### config.mk
export PLATFORM = sky130hd
export DESIGN_NAME = sseg_scan_driver
export DESIGN_NICKNAME = d
export VERILOG_FILES = /design/src/rtl/sseg_scan_driver.sv
export SDC_FILE = /design/constraint.sdc
export NUM_CORES = 1
export LEC_CHECK = 0
export ABC_AREA = 1
export CORE_MARGIN = 2
export CORE_UTILIZATION = 45
export DETAILED_ROUTE_END_ITERATION = 10
export PLACE_DENSITY_LB_ADDON = 0.08
export SLEW_MARGIN = 10
export SYNTH_ARGS = -nofsm -noshare
export SYNTH_HDL_FRONTEND = slang
export SYNTH_SLANG_ARGS = --single-unit
### constraint.sdc
create_clock -name clk -period 2.4 [get_ports clk]
set_input_delay 0.24 -clock clk [delete_from_list [all_inputs] [get_ports clk]]
set_output_delay 0.24 -clock clk [all_outputs]
set_load 0.05 [all_outputs]
### src/rtl/sseg_scan_driver.sv
// sseg_scan_driver
//   Time-multiplexed seven-segment display driver. It scans N_DIGITS digits
//   onto shared active-low cathodes and per-digit active-low anodes. Features:
//   a power-of-two refresh prescaler, PWM brightness, per-digit blinking and
//   per-digit enables.
//
// Ports
//   clk        : system clock, rising edge
//   reset      : synchronous active-high reset
//   digits     : digit k at [6k+5:6k] = {en, hex[3:0], dp}
//   brightness : PWM duty, all-ones = full on, zero = dark
//   blink_mask : bit k set -> digit k blinks
//   AN         : active-low anodes, AN[k] drives digit k
//   sseg       : active-low cathodes {g,f,e,d,c,b,a}
//   DP         : active-low decimal point
//
// Every output is registered. The outputs show the state of the
// previous cycle and the inputs that were live in that cycle.
module sseg_scan_driver #(
  parameter int N_DIGITS      = 8,
  parameter int PRESCALE_BITS = 8,
  parameter int BR_BITS       = 3,
  parameter int BLINK_BITS    = 4
) (
  input  logic                    clk,
  input  logic                    reset,
  input  logic [6*N_DIGITS-1:0]   digits,
  input  logic [BR_BITS-1:0]      brightness,
  input  logic [N_DIGITS-1:0]     blink_mask,
  output logic [N_DIGITS-1:0]     AN,
  output logic [6:0]              sseg,
  output logic                    DP
);

  localparam int                IDX_W = (N_DIGITS > 1) ? $clog2(N_DIGITS) : 1;
  localparam logic [IDX_W-1:0]  LAST  = IDX_W'(N_DIGITS - 1);

  logic [PRESCALE_BITS-1:0] r_pre;
  logic [IDX_W-1:0]         r_idx;
  logic [BLINK_BITS:0]      r_blink;
  logic [N_DIGITS-1:0]      r_an;
  logic [6:0]               r_sseg;
  logic                     r_dp;

  // Unpack the flat digit bus into one 6-bit field per digit.
  logic [5:0] w_dig [N_DIGITS];
  for (genvar g = 0; g < N_DIGITS; g++) begin : g_unpack
    assign w_dig[g] = digits[6*g +: 6];
  end

  logic [5:0]          w_cur;
  logic                w_tick;
  logic                w_pwm_on;
  logic                w_blank;
  logic                w_lit;
  logic [N_DIGITS-1:0] w_onehot;

  assign w_cur    = w_dig[r_idx];
  assign w_tick   = &r_pre;
  // The top BR_BITS of the prescaler form the PWM ramp inside each slot.
  // All-ones brightness is forced on so that full brightness has no gap.
  assign w_pwm_on = (&brightness) |
                    (r_pre[PRESCALE_BITS-1 -: BR_BITS] < brightness);
  assign w_blank  = blink_mask[r_idx] & r_blink[BLINK_BITS];
  assign w_lit    = w_cur[5] & ~w_blank & w_pwm_on;
  assign w_onehot = {{(N_DIGITS-1){1'b0}}, 1'b1} << r_idx;

  function automatic logic [6:0] f_encode(input logic [3:0] h);
    logic [6:0] s;
    s = 7'h7F;
    case (h)
      4'h0: s = 7'h40;  4'h1: s = 7'h79;  4'h2: s = 7'h24;  4'h3: s = 7'h30;
      4'h4: s = 7'h19;  4'h5: s = 7'h12;  4'h6: s = 7'h02;  4'h7: s = 7'h78;
      4'h8: s = 7'h00;  4'h9: s = 7'h10;  4'hA: s = 7'h08;  4'hB: s = 7'h03;
      4'hC: s = 7'h46;  4'hD: s = 7'h21;  4'hE: s = 7'h06;  4'hF: s = 7'h0E;
      default: s = 7'h7F;
    endcase
    return s;
  endfunction

  always_ff @(posedge clk) begin
    if (reset) begin
      r_pre   <= '0;
      r_idx   <= '0;
      r_blink <= '0;
      r_an    <= '1;
      r_sseg  <= 7'h7F;
      r_dp    <= 1'b1;
    end else begin
      r_pre <= r_pre + 1'b1;
      if (w_tick) begin
        // Explicit wrap keeps idx in range for non-power-of-two digit counts.
        if (r_idx == LAST) begin
          r_idx   <= '0;
          r_blink <= r_blink + 1'b1;
        end else begin
          r_idx   <= r_idx + 1'b1;
        end
      end
      if (w_lit) begin
        r_an   <= ~w_onehot;
        r_sseg <= f_encode(w_cur[4:1]);
        r_dp   <= ~w_cur[0];
      end else begin
        r_an   <= '1;
        r_sseg <= 7'h7F;
        r_dp   <= 1'b1;
      end
    end
  end

  assign AN   = r_an;
  assign sseg = r_sseg;
  assign DP   = r_dp;

endmodule

==> Word level (Yosys, flattened, before mapping) <==
Memory sizes are Yosys's and may differ from the RTL's. A register that Yosys moved wholly into a read port is not among the register bits.
Cells that the tools add are included.
{ "totals": {"register_bits": 25, "latchBits": 0, "mem_bits_rw": 0, "romBits": 112, "in_bits": 61, "out_inout_bits": 16, "n_memories": 1} }
{ "memory_table": {"columns": ["name", "depth", "word_bits", "read_ports", "rd_ports_with_merged_regs", "wr", "line_no", "rtl"], "rows": [
  ["(no name shown)", 16, 7, 1, 1, 0, "71", "case (h)"]
]} }
{ "classes": {"n_addsub": 3, "mul": 0, "div": 0, "n_lt_le_gt_ge": 3, "eq_ne": 1, "shift": 1, "mux": 6, "bitwise_logic": 9, "reduce_logical": 4} }
{ "ops": {"columns": ["cell", "count"], "rows": [
  ["$bmux W6 S3", 1],
  ["$mux W6", 2],
  ["$reduce_and A9 Y1", 1],
  ["$add A8 B1 Y8 const B", 1],
  ["$not A8 Y8", 1],
  ["$reduce_and A8 Y1", 1],
  ["$shl A1 B3 Y8 const A", 1],
  ["$add A5 B1 Y5 const B", 1],
  ["$ge A4 B4 Y1 const B", 1],
  ["$lt A3 B4 Y1 const B", 1],
  ["$not A3 Y4", 1],
  ["$add A3 B1 Y3 const B", 1],
  ["$and A1 B1 Y1", 3],
  ["$bmux W1 S3", 1],
  ["$eq A3 B3 Y1 const B", 1],
  ["$lt A3 B3 Y1", 1],
  ["$mux W3", 1],
  ["$not A1 Y1", 3],
  ["$reduce_and A3 Y1", 1],
  ["$reduce_or A2 Y1", 1],
  ["$mux W1", 1],
  ["$or A1 B1 Y1", 1]
]} }

==> Depth between registers and ports, before layout <==
{ "depth": {"depth_word": 8, "depth_mapped": 14} }

==> Least setup slack after synthesis <==
OpenSTA, ideal clock, no wires.
{ "synth_path": {"path_kind": "register -> register", "from": "register r_idx[0]", "to": "register r_sseg[3] (netlist: sseg[3])", "setup_time_ns": 0.119, "t_arrival_ns": 1.633, "t_required_ns": 2.281, "path_slack_ns": 0.648, "stages_incl_launch_ff": 13, "period_less_slack_ns": 1.752, "cell_sequence": "dfxtp_1 > buf_4 > buf_2 > nand2_1 > nand3_1 > nand3_1 > nand2_1 > inv_1 > ha_1 > nand3_1 > nand2_1 > nand2_1 > nand3_2"} }
{ "synth_between": {"elab_chain_cells": 8} }
{ "synth_rtl": {"columns": ["item", "line_no", "rtl"], "rows": [
  ["from (decl)", "39", "logic [IDX_W-1:0] r_idx;"],
  ["from (signal assigned)", "97", "r_idx <= r_idx + 1'b1;"],
  ["$not A3 Y4 (not written as such) or $bmux W1 S3 (tied branches)", "58, 64", null],
  ["$bmux W6 S3 or $mux W1 (tied branches)", "58, 64", null],
  ["$mux W6 (not written as such) or $and A1 B1 Y1 (tied branches)", "58, 64", null],
  ["$mux W6 (not written as such) or $not A1 Y1 (tied branches)", "58, 65", null],
  ["$and A1 B1 Y1 (2 in series)", "65", "assign w_lit = w_cur[5] & ~w_blank & w_pwm_on;"],
  ["$not A1 Y1 (no source line)", null, null],
  ["$reduce_or A2 Y1 (no source line)", null, null],
  ["to (decl)", "42", "logic [6:0] r_sseg;"]
]} }
Several ways; a longest one is shown, not always the timed one. The select of a mux whose other input is x is not followed.
A chain may end at the register's enable or synchronous reset.

==> Worst setup path in the final report <==
{ "layout_path": {"from": "register r_idx[0]", "to": "register r_sseg[0] (netlist: sseg[0])"} }
The elaborated chain is that of the path after synthesis.

==> flow_summary.yaml <==
cells_and_area:
  fin_nets: 484
  layout_commonest_cell: "nand2_1"
  final_cell_mix: "104 x nand2_1, 76 x clkdlybuf4s50_1, 49 x nand3_1"
  antenna_cells: 0
  stdcell_area_mm2: 0.00302
  syn2layout_area_growth_pct: 43.2
  drive_gt1_frac: 0.0709
floorplanning:
  initial_core_util: 0.475
  ios: 77
  die-area_mm2: 0.00525
  rows: 24
  die_x_um: 72.5
  die_h_um: 72.5
  core-area_mm2: 0.00444
detailed_routing:
  dr.first_iter.drc_count: 119
  finalWirelength_mm: 5.36
  vias: 2240
  via_per_inst: 4.86
  wl_per_cell_um: 11.6
  ant_nets: 0
  firstDrtPassIters: 6
  drc_errors: 0
worst_setup_path:
  critPathCaptureType: "flip-flop"
  crit_type: "reg2reg"
  crit_arrival_ns: 2.10
  max_stage_delay_ns: 0.31
  crit_chain: "inv_2, buf_4, nand2_1, nand3_1, nand2_1, nand2_1, nand2_1, ha_1, inv_1, nand3_1, nand3_1, nand3_2"
  crit_buf_inv: 3
  critical-path-top-delay-family: "simple AND/OR/NAND/NOR gates"
  r2r_slack_ns: 0.45
  crit_path_start_kind: "flip-flop"
  crit_fanout: 23
  required_ns: 2.54
  slowest_stage: "dfxtp_1"
  cp_common_cell: "nand2_1"
place:
  portBuffers: 76
  globalplace.congestion: 0.882
  post-place-ws_ns: 0.282
  placed_area_mm2: 0.00291
  place_hpwl_mm: 4.12
timing:
  drv_slew: 0
  fin_worst_skew_ns: 0.00291
  fin_tns_setup_ns: 0
  fmax_mhz: 512
  rsz0062_at_grt: "false"
  setup_viol: 0
  hold_violations: 0
  worst_pin_slew_ns: 0.503
  whs_ns: 0.454
  min_period_ns: 1.95
  post-route-period-util: 0.814
  maxSlewHeadroom: 0.663
  fin_ws_ns: 0.445
synth:
  synth_seq_cells: 32
  netlist_area_mm2: 0.00211
  synth_cells: 331
  syn-num-nets: 407
  ys_types: 26
  syn_avg_cell_area_um2: 6.38
  synth-seq-area-share: 0.303
  synth-warning-count: 0
job:
  drv_cap: 0
grt:
  grt_pass1_vias: 1970
  grt-ovfl-total: 0
  grt_max_degree: 32
  use_met3: 0.0472
  grt_antenna_before_repair: 0
  top_usage_layer: "met2"
  grt_pass1_wl_mm: 8.84
  use_met2: 0.357
  grtUsageMet1: 0.273
  grt_use_total: 0.209
clock_network:
  clk_pin_slew_ns: 0.06
  cts.path.max_buffers: 2
  cts.root.buffer_cell: "clkbuf_8"
  post_cts_resized: 0
  holdBufCountCts: 0
  cts_made_buffers: 5
  cts_sinks: 32
  h-tree-depth: 2
  clk_latency_ns: 0.27
  tritoncts: "yes"
  post_cts_buffers: 0
power:
  p_sw_frac: 0.233
  p_comb_frac: 0.193
  power.internal_mw: 0.987
  power.switching_mw: 0.299
  p_leak_nw: 1.42
  clkPwrFrac: 0.380
  power.density_mw_per_mm2: 426
  peakVddDrop_v: 0.000247
  seqPwrFrac: 0.427
  fin_total_pwr_mw: 1.29
outcome:
  status: "completed"
min_path:
  hold_class: "reg2reg"
per-layer routing:
layer,part of all wire,routed length [um]
met4,0.0073,39
met1,0.48,2580
met2,0.45,2440
met3,0.057,303
met5,0,0
cells in the mapped netlist:
| cell type | n | area share |
|---|---|---|
| a21oi_1 | 15 | 0.036 |
| a31oi_1 | 1 | 0.0030 |
| a32o_1 | 2 | 0.0095 |
| and3_1 | 1 | 0.0030 |
| buf_2 | 6 | 0.014 |
| buf_4 | 2 | 0.0071 |
| buf_6 | 1 | 0.0053 |
| clkbuf_1 | 3 | 0.0053 |
| clkinv_1 | 2 | 0.0036 |
| dfxtp_1 | 32 | 0.30 |
| ha_1 | 15 | 0.089 |
| inv_1 | 41 | 0.073 |
| inv_2 | 4 | 0.0071 |
| nand2_1 | 104 | 0.18 |
| nand2_2 | 1 | 0.0030 |
| nand3_1 | 49 | 0.12 |
| nand3_2 | 8 | 0.038 |
| nor2_1 | 24 | 0.043 |
| nor2_4 | 1 | 0.0053 |
| nor3_1 | 3 | 0.0071 |
| nor3_2 | 1 | 0.0047 |
| o21ai_0 | 7 | 0.017 |
| o21ai_1 | 5 | 0.012 |
| o21bai_1 | 1 | 0.0036 |
| or2_2 | 1 | 0.0030 |
| xnor2_1 | 1 | 0.0042 |
state kept, by name, indices dropped and copies added (netlist names):
| signal | cells |
|---|---|
| AN | 8 |
| r_pre | 8 |
| sseg | 7 |
| r_blink | 5 |
| r_idx | 3 |
| DP | 1 |
power groups by stage:
stage / Combinational [mW] / Sequential (mW) / Clock (mW)
final: 0.248 / 0.549 / 0.489
after global routing: 0.272 / 0.549 / 0.522
after CTS: 0.248 / 0.549 / 0.503
after detailed placement: 0.247 / 0.561 / 0
after global placement: 0.245 / 0.560 / 0
after floorplan: 0.0887 / 0.591 / 0
final timing paths:
check / from / endpoint / depth (start not counted)
setup / recovery: r_idx[0] / sseg[0] / 12
hold / removal: r_pre[0] / r_pre[0] / 1
setup reg to reg: r_idx[0] / sseg[0] / 12
hold reg to reg: r_pre[0] / r_pre[0] / 1
cell type report:
| cell class | instances | area, um^2 |
|---|---|---|
| Clock buffer | 6 | 72.6 |
| Clock inverter | 2 | 35.0 |
| Fill cell | 392 | 1420 |
| Inverter | 47 | 176 |
| Multi-Input combinational cell | 240 | 1230 |
| Sequential cell | 32 | 641 |
| Tap cell | 52 | 65.1 |
| Timing Repair Buffer | 82 | 806 |
cells by family (layout without fill, tap and decap cells):
logic type      count (synthesis)  count (layout)  share of synthesized area
flops                          32              32                      0.303
fa+ha+maj                      15              15                     0.0889
compound gates                 31              31                     0.0800
buf+inv                        59             137                      0.116
xor+xnor                        1               1                    0.00415
simple gates                  193             193                      0.408
metrics by stage:
step,instances,util
global route,461,0.680
detailed placement,453,0.656
global placement,453,0.656
floorplan,331,-
finish,461,0.680
CTS,461,0.680
No activity file was read; power rests on OpenSTA's default activity.
